<file path="src/rtl/eggtimer_pkg.sv">
// Shared egg-timer definitions: alarm FSM state encodings, default cadence
// constants and a counter-width helper.
package eggtimer_pkg;

  localparam logic [2:0] ST_IDLE     = 3'd0;
  localparam logic [2:0] ST_BEEP     = 3'd1;
  localparam logic [2:0] ST_GAP      = 3'd2;
  localparam logic [2:0] ST_PAUSE    = 3'd3;
  localparam logic [2:0] ST_SILENCED = 3'd4;

  typedef enum logic [2:0] {
    IDLE     = ST_IDLE,
    BEEP     = ST_BEEP,
    GAP      = ST_GAP,
    PAUSE    = ST_PAUSE,
    SILENCED = ST_SILENCED
  } alarm_state_t;

  localparam int unsigned DEF_TONE_HALF      = 1250;
  localparam int unsigned DEF_BEEP_TICKS     = 25;
  localparam int unsigned DEF_GAP_TICKS      = 25;
  localparam int unsigned DEF_BEEPS          = 4;
  localparam int unsigned DEF_PAUSE_TICKS    = 100;
  localparam int unsigned DEF_TIMEOUT_BURSTS = 30;

  // Bits for a counter running 0..max_val-1; never narrower than one bit.
  function automatic int unsigned cnt_width(input int unsigned max_val);
    return (max_val > 1) ? $clog2(max_val) : 1;
  endfunction

endpackage

</file>
<file path="src/rtl/alarm_sequencer_tone_gen.sv">
// Square-wave tone source: toggles every HALF_PERIOD enabled cycles and
// holds counter and output low whenever enable is low.
module tone_gen
  import eggtimer_pkg::*;
#(
  parameter int unsigned HALF_PERIOD = DEF_TONE_HALF
) (
  input  logic clk,
  input  logic reset,
  input  logic enable,
  output logic tone
);

  localparam int unsigned CW = cnt_width(HALF_PERIOD);
  localparam logic [CW-1:0] LAST = CW'(HALF_PERIOD - 1);

  logic [CW-1:0] cnt;

  always_ff @(posedge clk) begin
    if (!reset || !enable) begin
      cnt  <= '0;
      tone <= 1'b0;
    end else if (cnt == LAST) begin
      cnt  <= '0;
      tone <= ~tone;
    end else begin
      cnt  <= cnt + CW'(1);
    end
  end

endmodule

</file>
<file path="src/rtl/alarm_sequencer.sv">
// Cadenced egg-timer alarm: beep bursts, LED and display blanking after the
// countdown ends. Define ALARM_TIMEOUT_EN to auto-silence after TIMEOUT_BURSTS.
module alarm_sequencer
  import eggtimer_pkg::*;
#(
  parameter int unsigned TONE_HALF      = DEF_TONE_HALF,
  parameter int unsigned BEEP_TICKS     = DEF_BEEP_TICKS,
  parameter int unsigned GAP_TICKS      = DEF_GAP_TICKS,
  parameter int unsigned BEEPS          = DEF_BEEPS,
  parameter int unsigned PAUSE_TICKS    = DEF_PAUSE_TICKS,
  parameter int unsigned TIMEOUT_BURSTS = DEF_TIMEOUT_BURSTS
) (
  input  logic clk,
  input  logic reset,
  input  logic tick,
  input  logic timer_done,
  input  logic timer_en,
  input  logic ack,
  output logic buzzer,
  output logic alarm_led,
  output logic display_blank,
  output logic alarm_active
);

  if (TONE_HALF == 0 || BEEP_TICKS == 0 || GAP_TICKS == 0 || BEEPS == 0 ||
      PAUSE_TICKS == 0 || TIMEOUT_BURSTS == 0) begin : g_bad_cfg
    $error("alarm_sequencer: cadence parameters must be non-zero");
  end

  localparam int unsigned TICK_MAX_BG = (BEEP_TICKS > GAP_TICKS) ? BEEP_TICKS : GAP_TICKS;
  localparam int unsigned TICK_MAX    = (TICK_MAX_BG > PAUSE_TICKS) ? TICK_MAX_BG : PAUSE_TICKS;
  localparam int unsigned TICK_W      = cnt_width(TICK_MAX);
  localparam int unsigned BEEP_W      = cnt_width(BEEPS);

  localparam logic [TICK_W-1:0] BEEP_LAST  = TICK_W'(BEEP_TICKS - 1);
  localparam logic [TICK_W-1:0] GAP_LAST   = TICK_W'(GAP_TICKS - 1);
  localparam logic [TICK_W-1:0] PAUSE_LAST = TICK_W'(PAUSE_TICKS - 1);
  localparam logic [BEEP_W-1:0] BEEPS_LAST = BEEP_W'(BEEPS - 1);

  alarm_state_t state, next_state;
  logic [TICK_W-1:0] tick_cnt, tick_nxt;
  logic [BEEP_W-1:0] beep_cnt, beep_nxt;
  logic              done_q, ack_q;
  logic              done_rise_c, abort_c, tone_en_c, active_nxt, blank_nxt;

`ifdef ALARM_TIMEOUT_EN
  localparam int unsigned BURST_W = cnt_width(TIMEOUT_BURSTS);
  localparam logic [BURST_W-1:0] BURST_LAST = BURST_W'(TIMEOUT_BURSTS - 1);
  logic [BURST_W-1:0] burst_cnt, burst_nxt;
`endif

  assign done_rise_c = timer_done & ~done_q;
  assign abort_c     = (ack & ~ack_q) | ~timer_en;
  // Tone stops at the same edge BEEP is left, so buzzer is low outside BEEP.
  assign tone_en_c   = (state == BEEP) && (next_state == BEEP);
  assign active_nxt  = (next_state == BEEP) || (next_state == GAP) || (next_state == PAUSE);
  assign blank_nxt   = (next_state == GAP) || (next_state == PAUSE);

  // done_q resets high so a level already present at reset release is not an edge.
  always_ff @(posedge clk) begin
    if (!reset) begin
      state         <= IDLE;
      tick_cnt      <= '0;
      beep_cnt      <= '0;
      done_q        <= 1'b1;
      ack_q         <= 1'b0;
      alarm_active  <= 1'b0;
      alarm_led     <= 1'b0;
      display_blank <= 1'b0;
`ifdef ALARM_TIMEOUT_EN
      burst_cnt     <= '0;
`endif
    end else begin
      state         <= next_state;
      tick_cnt      <= tick_nxt;
      beep_cnt      <= beep_nxt;
      done_q        <= timer_done;
      ack_q         <= ack;
      alarm_active  <= active_nxt;
      alarm_led     <= active_nxt;
      display_blank <= blank_nxt;
`ifdef ALARM_TIMEOUT_EN
      burst_cnt     <= burst_nxt;
`endif
    end
  end

  // Cadence FSM; abort outranks every tick-driven transition.
  always_comb begin
    next_state = state;
    tick_nxt   = tick_cnt;
    beep_nxt   = beep_cnt;
`ifdef ALARM_TIMEOUT_EN
    burst_nxt  = burst_cnt;
`endif
    case (state)
      IDLE: begin
        if (done_rise_c && timer_en) begin
          next_state = BEEP;
          tick_nxt   = '0;
          beep_nxt   = '0;
`ifdef ALARM_TIMEOUT_EN
          burst_nxt  = '0;
`endif
        end
      end
      BEEP: begin
        if (abort_c) begin
          next_state = SILENCED;
        end else if (tick) begin
          if (tick_cnt == BEEP_LAST) begin
            tick_nxt = '0;
            if (beep_cnt == BEEPS_LAST) begin
              beep_nxt   = '0;
              next_state = PAUSE;
            end else begin
              beep_nxt   = beep_cnt + BEEP_W'(1);
              next_state = GAP;
            end
          end else begin
            tick_nxt = tick_cnt + TICK_W'(1);
          end
        end
      end
      GAP: begin
        if (abort_c) begin
          next_state = SILENCED;
        end else if (tick) begin
          if (tick_cnt == GAP_LAST) begin
            tick_nxt   = '0;
            next_state = BEEP;
          end else begin
            tick_nxt = tick_cnt + TICK_W'(1);
          end
        end
      end
      PAUSE: begin
        if (abort_c) begin
          next_state = SILENCED;
        end else if (tick) begin
          if (tick_cnt == PAUSE_LAST) begin
            tick_nxt = '0;
`ifdef ALARM_TIMEOUT_EN
            if (burst_cnt == BURST_LAST) begin
              next_state = SILENCED;
            end else begin
              burst_nxt  = burst_cnt + BURST_W'(1);
              next_state = BEEP;
            end
`else
            next_state = BEEP;
`endif
          end else begin
            tick_nxt = tick_cnt + TICK_W'(1);
          end
        end
      end
      SILENCED: begin
        if (!timer_done) begin
          next_state = IDLE;
        end
      end
      default: begin
        next_state = IDLE;
      end
    endcase
  end

  tone_gen #(
    .HALF_PERIOD(TONE_HALF)
  ) u_tone_gen (
    .clk   (clk),
    .reset (reset),
    .enable(tone_en_c),
    .tone  (buzzer)
  );

endmodule

</file>
<file path="config.mk">
export PLATFORM = sky130hd
export DESIGN_NAME = alarm_sequencer
export DESIGN_NICKNAME = d
export VERILOG_FILES = /design/src/rtl/eggtimer_pkg.sv /design/src/rtl/alarm_sequencer_tone_gen.sv /design/src/rtl/alarm_sequencer.sv
export SDC_FILE = /design/constraint.sdc
export NUM_CORES = 1
export LEC_CHECK = 0
export ABC_AREA = 0
export CORE_ASPECT_RATIO = 1.5
export CORE_MARGIN = 3
export CORE_UTILIZATION = 61
export CTS_CLUSTER_DIAMETER = 30
export DETAILED_ROUTE_END_ITERATION = 10
export HOLD_SLACK_MARGIN = 0.05
export MAX_ROUTING_LAYER = met4
export PLACE_DENSITY = 0.82
export REMOVE_ABC_BUFFERS = 1
export SYNTH_ARGS = -nofsm -noshare
export SYNTH_HDL_FRONTEND = slang
export SYNTH_HIERARCHICAL = 1
export SYNTH_SLANG_ARGS = --single-unit
</file>
<file path="constraint.sdc">
create_clock -name clk -period 4.08 [get_ports clk]
set_input_delay 0.612 -clock clk [delete_from_list [all_inputs] [get_ports clk]]
set_output_delay 0.612 -clock clk [all_outputs]
set_load 0.02 [all_outputs]
</file>
==> impl_results.md <==
* Nets at 188
* Vias in the first global route at 1,318
* Via count at 1,299
* Setup TNS at 0 ps
* Status: completed
* Layout Utilization at 74.0%
* Worst slew pin tran at 706 ps
* Clock slew at reported path FFs at 140 ps
* Sequence of cells on the critical path: clkdlybuf4s50_1 -> nand2_1 -> or4_4 -> a21oi_1 -> o2111ai_1 -> a21oi_1
* # port buffers at 9
* R2R cell count at 6
* Via density at 6.56
* Largest net degree at the start of global routing at 16
* RSZ-0062 raised after global routing: no
* Reg2reg setup slack at 1850 ps
* CP Launch Type: input port
* CP max stage cell: clkdlybuf4s50_1
* # rows at 20
* Setup Skew at 1.51 ps
* Final setup vio count at 0
* Crit path buffers/inverters at 1
* Post-cts sizing count at 0
* CTS tree: yes
* Layout cells sized above 1 at 6.82%
* Num CTS Buffers at 3
* Crit end category: flip-flop
* Gp weighted congestion at 0.900
* Hold Fails Final Rpt at 0
* Root Buffer: clkbuf_4
* Initial antenna violation count at 0
* N_diodes at 0
* Critical Path Start: timer_en
* Hold_buf cts at 0
* Leak Pwr at 0.521 nW
* Reg-to-Reg Start: tick_cnt[0]$_SDFFE_PN0P_
* Pwr dens at 274 nW/um^2
* All-layer global routing usage at 24.5%
* Critical path required time at 4340 ps
* Setup Crit Path Kind: input port to flip-flop
* P&R area growth vs syn at 9.58%
* Worst vdd ir at 233 uV
* Sequential element share of the synthesized area at 39.0%
* Critical path capture point: tick_cnt[1]$_SDFFE_PN0P_
* Final period utilization at 55.1%
* Max incr delay on CP at 530 ps
* Max clock buf depth at 2
* DIE AREA at 2980 sq um
* Arr. time, crit path at 2510 ps
* Ranking of synthesized cells by area: dfxtp_1 (39%), ha_1 (4.4%), nand2_1 (4.2%), a21oi_1 (3.8%), nor2_1 (3.4%)
* Max Transition Viols Final at 0
* Crit-path leading delay family: compound AO/OA/AOI/OAI gates
* Fin Hold WS at 495 ps
* Fmax at 444 MHz
* WP depth at 6
* Initial Utilization at 67.5%
* Remaining global-route overflow at 0
* Most common cell after layout, fill and taps aside: dfxtp_1
* Hold WC Path Type: flip-flop to flip-flop
* Mapped Area at 1440 sq um
* First-pass DRT Iterations at 4
* Post-synth top area share at 39.0%
* H-tree depth at 1
* CP Max Fanout at 7
* Syn Inst Count at 166
* Vert. Die Dim at 65.4 um
* Most used cell, CP: a21oi_1
* Die X at 45.6 um
* ANT nets after route at 0
* Yosys top cell by area: dfxtp_1
* Max Cap Viol at 0
* Post-CTS setup buffers at 0
* Detailed placer's ending HPWL at 2300 um
* Post-Syn Area per Cell at 8.65 sq um
* R2R Path End: tick_cnt[4]$_SDFFE_PN0P_
* Core ar. at 2130 sq um
* CTS sink cnt at 28
* Global-route wire length before repair at 5410 um
* Most frequent cells in the layout: dfxtp_1 (28), nand2_1 (16), nor2_1 (13)
* Min cycle time layout at 2250 ps
* Slew headroom at 52.9%
* Total Wirelength at 3070 um
* Number of top-level pins at 10
* Synth cell types at 42
* Clk_lat worst skew at 320 ps
* Initial drt markers at 47
* YS warnings at 6
* Seq cells post-synth at 28
* Drt wl/cell at 15.5 um
* DR DRC count at 0
[stage by stage]
step / area (sq um) / cells / total power, mW / setup slack (ps)
floorplan: 1420 / 163 / 0.291 / 2170
global placement: 1540 / 194 / 0.302 / 1570
detailed placement: 1540 / 194 / 0.303 / 1480
CTS: 1570 / 198 / 0.435 / 1840
global route: 1570 / 198 / 0.454 / 1680
finish: 1570 / 198 / 0.432 / 1830
[how the worst min path moves through the flow]
stage / start / end / cells after the start
floorplan: beep_cnt[1]$_SDFFE_PN0P_ / beep_cnt[1]$_SDFFE_PN0P_ / 2
global placement: beep_cnt[1]$_SDFFE_PN0P_ / beep_cnt[1]$_SDFFE_PN0P_ / 2
detailed placement: beep_cnt[1]$_SDFFE_PN0P_ / beep_cnt[1]$_SDFFE_PN0P_ / 2
CTS: beep_cnt[1]$_SDFFE_PN0P_ / beep_cnt[1]$_SDFFE_PN0P_ / 2
global route: beep_cnt[1]$_SDFFE_PN0P_ / beep_cnt[1]$_SDFFE_PN0P_ / 2
finish: beep_cnt[1]$_SDFFE_PN0P_ / beep_cnt[1]$_SDFFE_PN0P_ / 2
[cell type report]
class                      instances  area, sq um
multi-input combinational        126          826
fill                             175          553
tap                               22         27.5
inverter                           9         33.8
sequential                        28          561
clock buffer                       4         36.3
timing repair buffer               9         90.1
[worst min-delay path: stages (launching register included)]
cell and delay, ps:
dfxtp_1 340, nand2_1 60, mux2i_1 60
[power by group]
group          switching, mW  internal (mW)
Combinational         0.0119        0.00885
Clock                 0.0796         0.0546
Sequential           0.00136          0.275
[layer usage]
metal / vias up / share of wire [%] / GRT usage (%)
met5: - / 0 / -
met4: 0 / 2.8 / 13.6
met3: 8 / 1.7 / 1.92
met2: 19 / 54 / 43.0
met1: 630 / 41 / 25.7
li1: 642 / - / -
[logic make-up after synthesis]
family	after synthesis	synth area share, %
mux	1	0.697
buf+inv	12	3.48
flops	28	39.0
simple gates	77	31.0
fa+ha+maj	5	4.36
xor+xnor	3	1.83
compound gates	40	19.6
[sequential cells by signal, summed over array words and instances, names as in the netlist]
name	flops
ack_q	1
state	3
display_blank	1
done_q	1
alarm_active	1
tick_cnt	7
u_tone_gen/cnt	11
u_tone_gen/tone	1
beep_cnt	2
[cell usage after synthesis]
cell type  count
dfxtp_1       28
nand2_1       16
nor2_1        13
a21oi_1       11
inv_1          9
nand3_1        8
o21ai_0        6
and3_1         5
ha_1           5
or4_1          5
and2_1         4
nand4b_1       4
o211ai_1       4
o31ai_1        4
a31oi_1        3
nand4_1        3
nor4b_1        3
or3_1          3
a31o_2         2
nand2b_1       2
nor3_1         2
nor4_1         2
o2111ai_1      2
o221ai_1       2
o22ai_1        2
xor2_1         2
a2111oi_0      1
a21o_1         1
a32o_1         1
and2_0         1
buf_2          1
buf_4          1
clkbuf_1       1
mux2i_1        1
nor3b_2        1
o311ai_4       1
or2_2          1
or2b_1         1
or3b_4         1
or4_4          1
or4b_4         1
xnor2_1        1
(Power assumes the default switching activity.)
